===== config.mk =====
export PLATFORM = sky130hd
export DESIGN_NAME = padded_row_streamer_flat
export DESIGN_NICKNAME = d
export VERILOG_FILES = /design/src/rtl/pe_pre_pkg.sv /design/src/rtl/padded_row_streamer_if.sv /design/src/rtl/padded_row_assembler.sv /design/src/rtl/padded_row_streamer.sv /design/src/flat_wrapper.sv
export SDC_FILE = /design/constraint.sdc
export NUM_CORES = 1
export LEC_CHECK = 0
export ABC_AREA = 1
export BUFFER_PORTS_ARGS = -buffer_cell sky130_fd_sc_hd__buf_2
export CORE_UTILIZATION = 40
export DETAILED_ROUTE_END_ITERATION = 10
export HOLD_SLACK_MARGIN = 0.06
export SETUP_SLACK_MARGIN = 0.15
export SLEW_MARGIN = 15
export SYNTH_ARGS = -nofsm -noshare
export SYNTH_HDL_FRONTEND = slang
export SYNTH_SLANG_ARGS = --single-unit

===== constraint.sdc =====
create_clock -name dout_clk -period 2.6 [get_ports dout_clk]
set_input_delay 0.52 -clock dout_clk [delete_from_list [all_inputs] [get_ports dout_clk]]
set_output_delay 0.52 -clock dout_clk [all_outputs]
set_load 0.005 [all_outputs]

===== src/rtl/pe_pre_pkg.sv =====
// Shared types and geometry helpers for the padded row streamer.
// All derived widths come from here so every file agrees on them.
package pe_pre_pkg;

  typedef enum logic [2:0] {
    S_IDLE     = 3'd0,
    S_WAIT_BUF = 3'd1,
    S_PAD_ROW  = 3'd2,
    S_FETCH    = 3'd3,
    S_EMIT     = 3'd4,
    S_DONE     = 3'd5
  } state_t;

  function automatic int row_pix(input int w, input int p);
    return w + 2 * p;
  endfunction

  function automatic int out_w(input int dw, input int w, input int p);
    return row_pix(w, p) * dw;
  endfunction

  function automatic int rows(input int h, input int p);
    return h + 2 * p;
  endfunction

  function automatic int clog2_min1(input int n);
    return (n > 1) ? $clog2(n) : 1;
  endfunction

  function automatic int row_w(input int h, input int p);
    return clog2_min1(rows(h, p));
  endfunction

  function automatic logic is_pad_row(input int r, input int h, input int p);
    return (r < p) || (r >= p + h);
  endfunction

endpackage


===== src/rtl/padded_row_streamer_if.sv =====
// Buffer read port plus padded-row handshake towards the PE array.
// master = streamer side, slave = buffer / PE side.
interface padded_row_streamer_if
  import pe_pre_pkg::*;
#(
  parameter int DW     = 8,
  parameter int IMG_W  = 32,
  parameter int IMG_H  = 32,
  parameter int PAD    = 1,
  parameter int ADDR_W = 16
);

  localparam int OUT_W = out_w(DW, IMG_W, PAD);
  localparam int RW    = row_w(IMG_H, PAD);

  logic              rd_en;
  logic [ADDR_W-1:0] rd_addr;
  logic [DW-1:0]     rd_data;
  logic [OUT_W-1:0]  row_data;
  logic              row_valid;
  logic              row_ready;
  logic [RW-1:0]     row_idx;

  modport master (
    output rd_en, rd_addr,
    input  rd_data,
    output row_data, row_valid, row_idx,
    input  row_ready
  );

  modport slave (
    input  rd_en, rd_addr,
    output rd_data,
    input  row_data, row_valid, row_idx,
    output row_ready
  );

endinterface


===== src/rtl/padded_row_assembler.sv =====
// ROW_PIX-slot row register: fill every slot with pad, or write one slot.
// Slot 0 sits in the most significant DW bits of the flattened row.
module padded_row_assembler
  import pe_pre_pkg::*;
#(
  parameter int DW      = 8,
  parameter int ROW_PIX = 34,
  parameter int SW      = 6
) (
  input  logic                  clk,
  input  logic                  rst_n,
  input  logic                  fill,
  input  logic                  wr,
  input  logic [SW-1:0]         slot,
  input  logic [DW-1:0]         pad,
  input  logic [DW-1:0]         data,
  output logic [ROW_PIX*DW-1:0] row
);

  logic [DW-1:0] slots_q [ROW_PIX];

  always_ff @(posedge clk) begin
    if (!rst_n) begin
      for (int k = 0; k < ROW_PIX; k++)
        slots_q[k] <= '0;
    end else begin
      for (int k = 0; k < ROW_PIX; k++) begin
        if (wr && slot == SW'(k))
          slots_q[k] <= data;
        else if (fill)
          slots_q[k] <= pad;
      end
    end
  end

  always_comb begin
    row = '0;
    for (int k = 0; k < ROW_PIX; k++)
      row[ROW_PIX*DW-1-k*DW -: DW] = slots_q[k];
  end

endmodule


===== src/rtl/padded_row_streamer.sv =====
// Streams one buffered frame as padding-framed parallel rows.
// FSM, row/column counters and read addressing live here.
module padded_row_streamer
  import pe_pre_pkg::*;
#(
  parameter int DW     = 8,
  parameter int IMG_W  = 32,
  parameter int IMG_H  = 32,
  parameter int PAD    = 1,
  parameter int ADDR_W = 16
) (
  input  logic                  dout_clk,
  input  logic                  rst_n,
  input  logic                  start,
  input  logic                  buf_ready,
  input  logic [DW-1:0]         pad_value,
  padded_row_streamer_if.master bus,
  output logic                  busy,
  output logic                  frame_done,
  output logic                  swap_req
);

  localparam int ROW_PIX = row_pix(IMG_W, PAD);
  localparam int OUT_W   = out_w(DW, IMG_W, PAD);
  localparam int ROWS    = rows(IMG_H, PAD);
  localparam int RW      = row_w(IMG_H, PAD);
  localparam int CW      = clog2_min1(IMG_W + 1);
  localparam int SW      = clog2_min1(ROW_PIX);

  state_t            state_q, state_d;
  logic [RW-1:0]     r_q;
  logic [CW-1:0]     c_q;
  logic [CW-1:0]     cap_col_q;
  logic              cap_q;
  logic [ADDR_W-1:0] addr_q;
  logic [DW-1:0]     pad_q;
  logic [OUT_W-1:0]  row_q;

  logic rd_fire;
  logic fill;
  logic wr;
  logic last;
  logic next_pad;
  logic [SW-1:0] slot;

  assign last     = (r_q == RW'(ROWS - 1));
  assign next_pad = is_pad_row(int'(r_q) + 1, IMG_H, PAD);
  assign slot     = SW'(PAD + int'(cap_col_q));

  always_comb begin
    state_d = state_q;
    rd_fire = 1'b0;
    fill    = 1'b0;
    wr      = 1'b0;
    unique case (state_q)
      S_IDLE:
        if (start) state_d = S_WAIT_BUF;
      S_WAIT_BUF:
        if (buf_ready)
          state_d = (PAD > 0) ? S_PAD_ROW : S_FETCH;
      S_PAD_ROW: begin
        fill    = 1'b1;
        state_d = S_EMIT;
      end
      S_FETCH: begin
        // slot writes lag reads by one cycle; the extra cycle drains the last
        fill    = (c_q == '0);
        rd_fire = (c_q < CW'(IMG_W));
        wr      = cap_q;
        if (c_q == CW'(IMG_W)) state_d = S_EMIT;
      end
      S_EMIT:
        if (bus.row_ready) begin
          if (last)          state_d = S_DONE;
          else if (next_pad) state_d = S_PAD_ROW;
          else               state_d = S_FETCH;
        end
      S_DONE:
        state_d = S_IDLE;
      default:
        state_d = S_IDLE;
    endcase
  end

  // image rows are read in order, so the address is just a read count
  always_ff @(posedge dout_clk) begin
    if (!rst_n) begin
      state_q   <= S_IDLE;
      r_q       <= '0;
      c_q       <= '0;
      cap_q     <= 1'b0;
      cap_col_q <= '0;
      addr_q    <= '0;
      pad_q     <= '0;
    end else begin
      state_q   <= state_d;
      cap_q     <= rd_fire;
      cap_col_q <= c_q;
      if (state_q == S_IDLE && start) begin
        pad_q  <= pad_value;
        r_q    <= '0;
        addr_q <= '0;
      end
      if (rd_fire)
        addr_q <= addr_q + ADDR_W'(1);
      if (state_q == S_FETCH)
        c_q <= (c_q == CW'(IMG_W)) ? '0 : c_q + CW'(1);
      if (state_q == S_EMIT && bus.row_ready && !last)
        r_q <= r_q + RW'(1);
    end
  end

  padded_row_assembler #(
    .DW      (DW),
    .ROW_PIX (ROW_PIX),
    .SW      (SW)
  ) u_asm (
    .clk   (dout_clk),
    .rst_n (rst_n),
    .fill  (fill),
    .wr    (wr),
    .slot  (slot),
    .pad   (pad_q),
    .data  (bus.rd_data),
    .row   (row_q)
  );

  assign bus.rd_en     = rd_fire;
  assign bus.rd_addr   = addr_q;
  assign bus.row_data  = row_q;
  assign bus.row_valid = (state_q == S_EMIT);
  assign bus.row_idx   = r_q;
  assign busy          = (state_q != S_IDLE);
  assign frame_done    = (state_q == S_DONE);
  assign swap_req      = (state_q == S_DONE);

endmodule


===== src/flat_wrapper.sv =====
// flat-port wrapper written by rule: the top's interface ports become plain ports
module padded_row_streamer_flat import pe_pre_pkg::*;
#(
  parameter int DW     = 8,
  parameter int IMG_W  = 32,
  parameter int IMG_H  = 32,
  parameter int PAD    = 1,
  parameter int ADDR_W = 16
)
  (dout_clk, rst_n, start, buf_ready, pad_value, busy, frame_done, swap_req, bus_rd_en, bus_rd_addr, bus_rd_data, bus_row_data, bus_row_valid, bus_row_idx, bus_row_ready);
  padded_row_streamer_if #(.DW(DW), .IMG_W(IMG_W), .IMG_H(IMG_H), .PAD(PAD), .ADDR_W(ADDR_W)) bus_i ();
  input  logic dout_clk;
  input  logic rst_n;
  input  logic start;
  input  logic buf_ready;
  input  logic [DW-1:0] pad_value;
  output logic busy;
  output logic frame_done;
  output logic swap_req;
  output wire logic [$bits(bus_i.rd_en)-1:0] bus_rd_en;
  output wire logic [$bits(bus_i.rd_addr)-1:0] bus_rd_addr;
  input wire logic [$bits(bus_i.rd_data)-1:0] bus_rd_data;
  output wire logic [$bits(bus_i.row_data)-1:0] bus_row_data;
  output wire logic [$bits(bus_i.row_valid)-1:0] bus_row_valid;
  output wire logic [$bits(bus_i.row_idx)-1:0] bus_row_idx;
  input wire logic [$bits(bus_i.row_ready)-1:0] bus_row_ready;
  assign bus_rd_en = bus_i.rd_en;
  assign bus_rd_addr = bus_i.rd_addr;
  assign bus_i.rd_data = bus_rd_data;
  assign bus_row_data = bus_i.row_data;
  assign bus_row_valid = bus_i.row_valid;
  assign bus_row_idx = bus_i.row_idx;
  assign bus_i.row_ready = bus_row_ready;
  padded_row_streamer #(.DW(DW), .IMG_W(IMG_W), .IMG_H(IMG_H), .PAD(PAD), .ADDR_W(ADDR_W)) u_core (.dout_clk(dout_clk), .rst_n(rst_n), .start(start), .buf_ready(buf_ready), .pad_value(pad_value), .bus(bus_i), .busy(busy), .frame_done(frame_done), .swap_req(swap_req));
endmodule

==> impl_metrics.env, run 1 <==
export IMPL_worstSetupPathType="register to register"
export IMPL_place_area_um2=18200
export IMPL_postLayoutCoreUtil=0.496
export IMPL_postSynthCellCount=1898
export IMPL_hold_worst_slack_ns=0.263
export IMPL_die_h_um=202
export IMPL_ff_latch_area_um2=9090
export IMPL_ioPinCount=320
export IMPL_via_per_inst=5.24
export IMPL_tightest_slew_ns=1.15
export IMPL_maxCapViolCount=0
export IMPL_clk_pin_slew_ns=0.06
export IMPL_vdd_ir_drop_max_mv=0.445
export IMPL_yosys_warnings=0
export IMPL_grt_ovfl_total=0
export IMPL_critPathSlowestCell="dfxtp_1"
export IMPL_setup_tns_ns=0
export IMPL_p_seq_frac=0.428
export IMPL_cp_cell_sequence="nand2_2 -> nor2_4 -> nand2_2 -> nand2_2 -> nand3_2 -> inv_2 -> buf_12 -> nand2_4 -> nand2_1"
export IMPL_ys_async_sr_fraction=0
export IMPL_routedWlPerCell_um=19.8
export IMPL_power_total_mw=16.4
export IMPL_finalSetupViolCount=0
export IMPL_arrival_ns=2.51
export IMPL_worst_path_most_repeated_cell="nand2_2"
export IMPL_cts_resized=1
export IMPL_status="finished clean"
export IMPL_design_area_um2=19400
export IMPL_worstSkewPairLatency_ns=0.54
export IMPL_row_count=72
export IMPL_drive_gt1_frac=0.222
export IMPL_layout_nets=2221
export IMPL_postRouteAntennaNets=0
export IMPL_syn2layout_area_growth_pct=21.0
export IMPL_synth_seq_area_share=0.567
export IMPL_cts_hold_buf=0
export IMPL_drtIter0Drc=1330
export IMPL_grt_usage=0.261
export IMPL_worst_r2r_path_depth=9
export IMPL_grt_first_pass_wirelength_mm=79.6
export IMPL_cp_num_cells=9
export IMPL_ys_flop_type="edfxtp_1"
export IMPL_p_clk_frac=0.310
export IMPL_gp_congestion=0.912
export IMPL_fmax_mhz=433
export IMPL_skew_ns=0.00727
export IMPL_grt_antenna_before_repair=2
export IMPL_slowest_delay_ns=0.40
export IMPL_initial_core_util=0.410
export IMPL_cts_tree="built"
export IMPL_numCtsBuffers=36
export IMPL_post_route_period_util=0.888
export IMPL_comb_power_share=0.261
export IMPL_num_fill_cells=3779
export IMPL_netlist_area_um2=16000
export IMPL_synth_edff_count=272
export IMPL_post_synth_num_cell_types=43
export IMPL_wl_mm=54.4
export IMPL_power_density_nw_per_um2=846
export IMPL_synth_most_common_cell="nand2_1"
export IMPL_path_buf_inv=2
export IMPL_dp_hpwl_mm=35.5
export IMPL_cpLargestDelayFamily="simple AND/OR/NAND/NOR gates"
export IMPL_min_period_ns=2.31
export IMPL_relSlewSlack=0.230
export IMPL_netlist_top_cells_count="nand2_1 (484), nor2_1 (462), edfxtp_1 (272), a21oi_1 (144), o21ai_0 (123)"
export IMPL_cts_repair_timing_setup_buffer_count=0
export IMPL_die_area_um2=40900
export IMPL_multi_input_area_um2=6120
export IMPL_rsz0062_at_grt="yes"
export IMPL_crit_path_end_kind="register"
export IMPL_port_buffers=319
export IMPL_leakage_nw=8.98
export IMPL_yosysTopAreaCell="edfxtp_1"
export IMPL_required_ns=2.80
export IMPL_drt_pass1_iter_count=7
export IMPL_synthesis_nets=1925
export IMPL_drv_slew=0
export IMPL_root_buffer="clkbuf_16"
export IMPL_avgSynthCellArea_um2=8.45
export IMPL_synth_area_leaders="edfxtp_1 (51%), nand2_1 (11%), nor2_1 (11%), dfxtp_1 (5.7%), a21oi_1 (4.5%)"
export IMPL_drc=0
export IMPL_start_kind="register"
export IMPL_synth_seq_cells=318
export IMPL_post_synth_top_area_fraction=0.510
export IMPL_fp_dieW_um=202
export IMPL_hold_violations=0
export IMPL_htreeDepth=2
export IMPL_min_path_type="input pin to register"
export IMPL_swShare=0.337
export IMPL_internal_power_mw=10.9
export IMPL_clockBufferDepth=3
export IMPL_switching_power_mw=5.53
export IMPL_vias=14400
export IMPL_worstPathMaxFanout=20
export IMPL_grt_pass1_vias=13100
export IMPL_core_area_um2=39100
export IMPL_cts_sinks=318
export IMPL_grt_max_degree=91
export IMPL_hold_depth=3
placed cells by master (no fill, tap or decap), types with 10 or more instances in the layout:
| master | count |
|---|---|
| nand2_1 | 477 |
| nor2_1 | 460 |
| buf_2 | 319 |
| edfxtp_1 | 272 |
| a21oi_1 | 144 |
| o21ai_0 | 123 |
| inv_1 | 89 |
| nand3_1 | 48 |
| dfxtp_1 | 45 |
| clkbuf_16 | 37 |
| buf_4 | 37 |
| nand2_2 | 19 |
| nor3_1 | 14 |
| nor2_2 | 11 |
| clkbuf_1 | 11 |
| nand2_4 | 10 |
state kept, by name (all words and copies together), names as in the netlist:
| name | cells |
|---|---|
| u_core.bus.rd_addr | 16 |
| u_core.bus.row_idx | 6 |
| u_core.c_q | 6 |
| u_core.cap_col_q | 6 |
| u_core.cap_q | 1 |
| u_core.pad_q | 8 |
| u_core.state_q | 3 |
| u_core.u_asm.slots_q | 272 |
logic make-up after synthesis:
family	Yosys count	share of synthesized area
AOI/OAI and AO/OA	307	0.105
adders and majority gates	6	0.00468
buffers and inverters	204	0.0552
xor gates and xnor gates	3	0.00164
and+or+nand+nor	1060	0.267
DFF	318	0.567
power groups by stage:
stage               clock network (mW)  registers, mW  logic (mW)
floorplan                            0           6.96        2.34
finish                            5.10           7.03        4.29
global placement                     0           7.12        4.19
global route                      5.35           7.09        4.75
detailed placement                   0           7.12        4.23
CTS                               5.19           7.03        4.25
layer usage:
layer / track usage / vias to the layer above / share of wire
li1: - / 6851 / -
met3: 0.0392 / 141 / 0.081
met5: 0 / - / 0
met4: 0.119 / 0 / 0.040
met2: 0.411 / 703 / 0.46
met1: 0.356 / 6665 / 0.42
worst min-delay path, delay by kind of cell:
family          cells  cell delay [ns]
compound gates      2             0.17
buf+inv             1             0.08
layout make-up:
type | count | share of cell area
tap | 518 | 0.0334
timing repair buffer | 363 | 0.103
sequential | 318 | 0.468
antenna | 2 | 0.000258
inverter | 99 | 0.0194
multi-input combinational | 1376 | 0.316
clock inverter | 14 | 0.00896
clock buffer | 49 | 0.0506
worst paths after layout:
| check | endpoint | slack, ns | from |
|---|---|---|---|
| worst max-delay path | u_core.u_asm.slots_q[3][2] | 0.29 | u_core.cap_col_q[0] |
| worst min-delay path | u_core.pad_q[3] | 0.26 | pad_value[3] |
| worst min register to register | u_core.pad_q[3] | 0.48 | u_core.pad_q[3] |
| worst max register to register | u_core.u_asm.slots_q[3][2] | 0.29 | u_core.cap_col_q[0] |
per-stage QoR:
| step | worst slack (ns) | cells |
|---|---|---|
| global route | 0.104 | 2739 |
| floorplan | 0.429 | 1898 |
| CTS | 0.188 | 2737 |
| global placement | 0.222 | 2674 |
| detailed placement | 0.216 | 2674 |
| finish | 0.290 | 2739 |
(Power assumes the default switching activity.)
==> run 2: changes to the inputs <==
- GPL_TIMING_DRIVEN: not set -> 0
- HOLD_SLACK_MARGIN: 0.06 -> 0.02
==> run 2 against run 1 <==
Effect of this change: via count increased by 4.2%; critical path depth is 2 lower; sequential share of layout area down 0.75 points; critical path type is now register to output port; setup slack worse by 0.11 ns; clock skew up 0.014 ns; combinational power rose by 7.5%; sequential power about the same; design area up 1.6%; highest routed layer is now met5; power rose by 1.7%; hold slack improved by 0.081 ns; largest cell class unchanged.
==> impl_metrics.env, run 2 (same netlist as run 1, synthesis figures left out) <==
export IMPL_required_ns=2.08
export IMPL_port_buffers=313
export IMPL_fmax_mhz=413
export IMPL_row_count=72
export IMPL_initial_core_util=0.410
export IMPL_syn2layout_area_growth_pct=23.0
export IMPL_power_density_nw_per_um2=847
export IMPL_grt_antenna_before_repair=3
export IMPL_mostFrequentLayoutCells="nor2_1 (447), nand2_1 (443), buf_2 (322)"
export IMPL_place_area_um2=18200
export IMPL_fp_dieW_um=202
export IMPL_start_kind="register"
export IMPL_grt_first_pass_wirelength_mm=86.4
export IMPL_rsz0062_at_grt="yes"
export IMPL_status="finished clean"
export IMPL_gp_congestion=0.949
export IMPL_setup_tns_ns=0
export IMPL_hold_violations=0
export IMPL_design_area_um2=19700
export IMPL_core_area_um2=39100
export IMPL_cts_tree="built"
export IMPL_finalSetupViolCount=0
export IMPL_wl_met3_mm=5.27
export IMPL_drt_pass1_iter_count=7
export IMPL_htreeDepth=2
export IMPL_grt_usage=0.288
export IMPL_min_period_ns=2.42
export IMPL_hold_depth=3
export IMPL_worstPathMaxFanout=10
export IMPL_wl_met2_mm=26.6
export IMPL_worst_r2r_path_depth=10
export IMPL_leakage_nw=9.02
export IMPL_min_path_type="input pin to register"
export IMPL_relSlewSlack=0.323
export IMPL_largest_reg_flops=272
export IMPL_layout_nets=2279
export IMPL_numCtsBuffers=36
export IMPL_dp_hpwl_mm=42.1
export IMPL_met1_length_mm=25.2
export IMPL_post_route_period_util=0.932
export IMPL_crit_path_end_kind="output port"
export IMPL_wl_mm=59.9
export IMPL_via_per_inst=5.35
export IMPL_die_h_um=202
export IMPL_top_layer="met5"
export IMPL_skew_ns=0.0214
export IMPL_vias=15000
export IMPL_drc=0
export IMPL_grt_ovfl_total=0
export IMPL_arrival_ns=1.90
export IMPL_vdd_ir_drop_max_mv=0.377
export IMPL_drive_gt1_frac=0.239
export IMPL_tightest_slew_ns=1.01
export IMPL_cts_sinks=318
export IMPL_drv_slew=0
export IMPL_ioPinCount=320
export IMPL_grt_pass1_vias=13500
export IMPL_grt_max_degree=15
export IMPL_root_buffer="clkbuf_16"
export IMPL_clk_pin_slew_ns=0.06
export IMPL_die_area_um2=40900
export IMPL_maxCapViolCount=0
export IMPL_drtIter0Drc=1724
export IMPL_cts_hold_buf=0
export IMPL_postRouteAntennaNets=0
export IMPL_clockBufferDepth=3
export IMPL_worstSkewPairLatency_ns=0.54
export IMPL_routedWlPerCell_um=21.4
export IMPL_top_register="u_core.u_asm.slots_q"
export IMPL_layout_commonest_cell="nor2_1"
export IMPL_worstSetupPathType="register to output port"
-- run 2: changes by cell type in the layout (fill, tap and decap cells not counted), moves of 4 or more --
cell	change
o21ai_2	+4
buf_4	-34
clkbuf_4	+4
nor2_4	+10
nand2_1	-34
buf_12	-5
nand2_2	+34
buf_1	+16
clkbuf_1	+40
clkinv_2	+5
clkbuf_2	+12
buf_6	+15
nor2_1	-13
o21ai_4	-4
-- run 2: worst paths after layout --
path,end,start,slack [ns]
worst min register to register,u_core.cap_col_q[1],u_core.c_q[1],0.49
worst max register to register,u_core.u_asm.slots_q[29][1],u_core.cap_col_q[0],0.21
worst min-delay path,u_core.pad_q[2],pad_value[2],0.34
worst max-delay path,bus_rd_en,u_core.state_q[2],0.18
-- run 2: cell type report --
| class | instances | area [µm²] |
|---|---|---|
| repair buffers | 316 | 1600 |
| inverters | 99 | 374 |
| diodes | 2 | 5.00 |
| well taps | 518 | 648 |
| plain buffers | 105 | 576 |
| fillers | 3731 | 19400 |
| multi-input cells | 1376 | 6270 |
| clock buffers | 44 | 966 |
| clock inverters | 20 | 191 |
| flip-flops and latches | 318 | 9090 |
-- run 2: per-stage QoR --
stage                     hold slack, ns  setup WS [ns]  total power [mW]  cells   util
after floorplan                    0.437          0.429              9.31   1898      -
after global placement             0.477          -1.13              11.4   2729  0.467
after detailed placement           0.476          -1.15              11.5   2729  0.467
after CTS                          0.312         0.0813              16.6   2796  0.499
after global routing               0.360       -0.00504              17.3   2798  0.504
final                              0.344          0.177              16.7   2798  0.504
-- run 2: timing repair --
item                       CTS  global route
pin swaps                    1             2
setup buffers                3             0
gates resized for setup     27            83
setup endpoints to repair  402           376
cloned                       0             0
-- run 2: metal layers --
metal / global-route usage / vias to the layer above
met5: 0 / -
met4: 0.135 / 2
met3: 0.0492 / 152
met2: 0.444 / 815
met1: 0.394 / 7021
li1: - / 6973
-- run 2: where the power goes --
group | internal [mW] | leakage (nW) | switching, mW
registers | 6.53 | 3.21 | 0.486
logic | 1.34 | 5.24 | 3.27
clock network | 2.96 | 0.568 | 2.12
total | 10.8 | 9.02 | 5.87
-- run 2: worst max-delay path: stages (launching register included) --
cell      delay [ns]
dfxtp_1         0.33
inv_2           0.14
nand3_4         0.15
inv_4           0.14
nand2_2         0.15
inv_1           0.13
clkbuf_4        0.21
buf_2           0.13
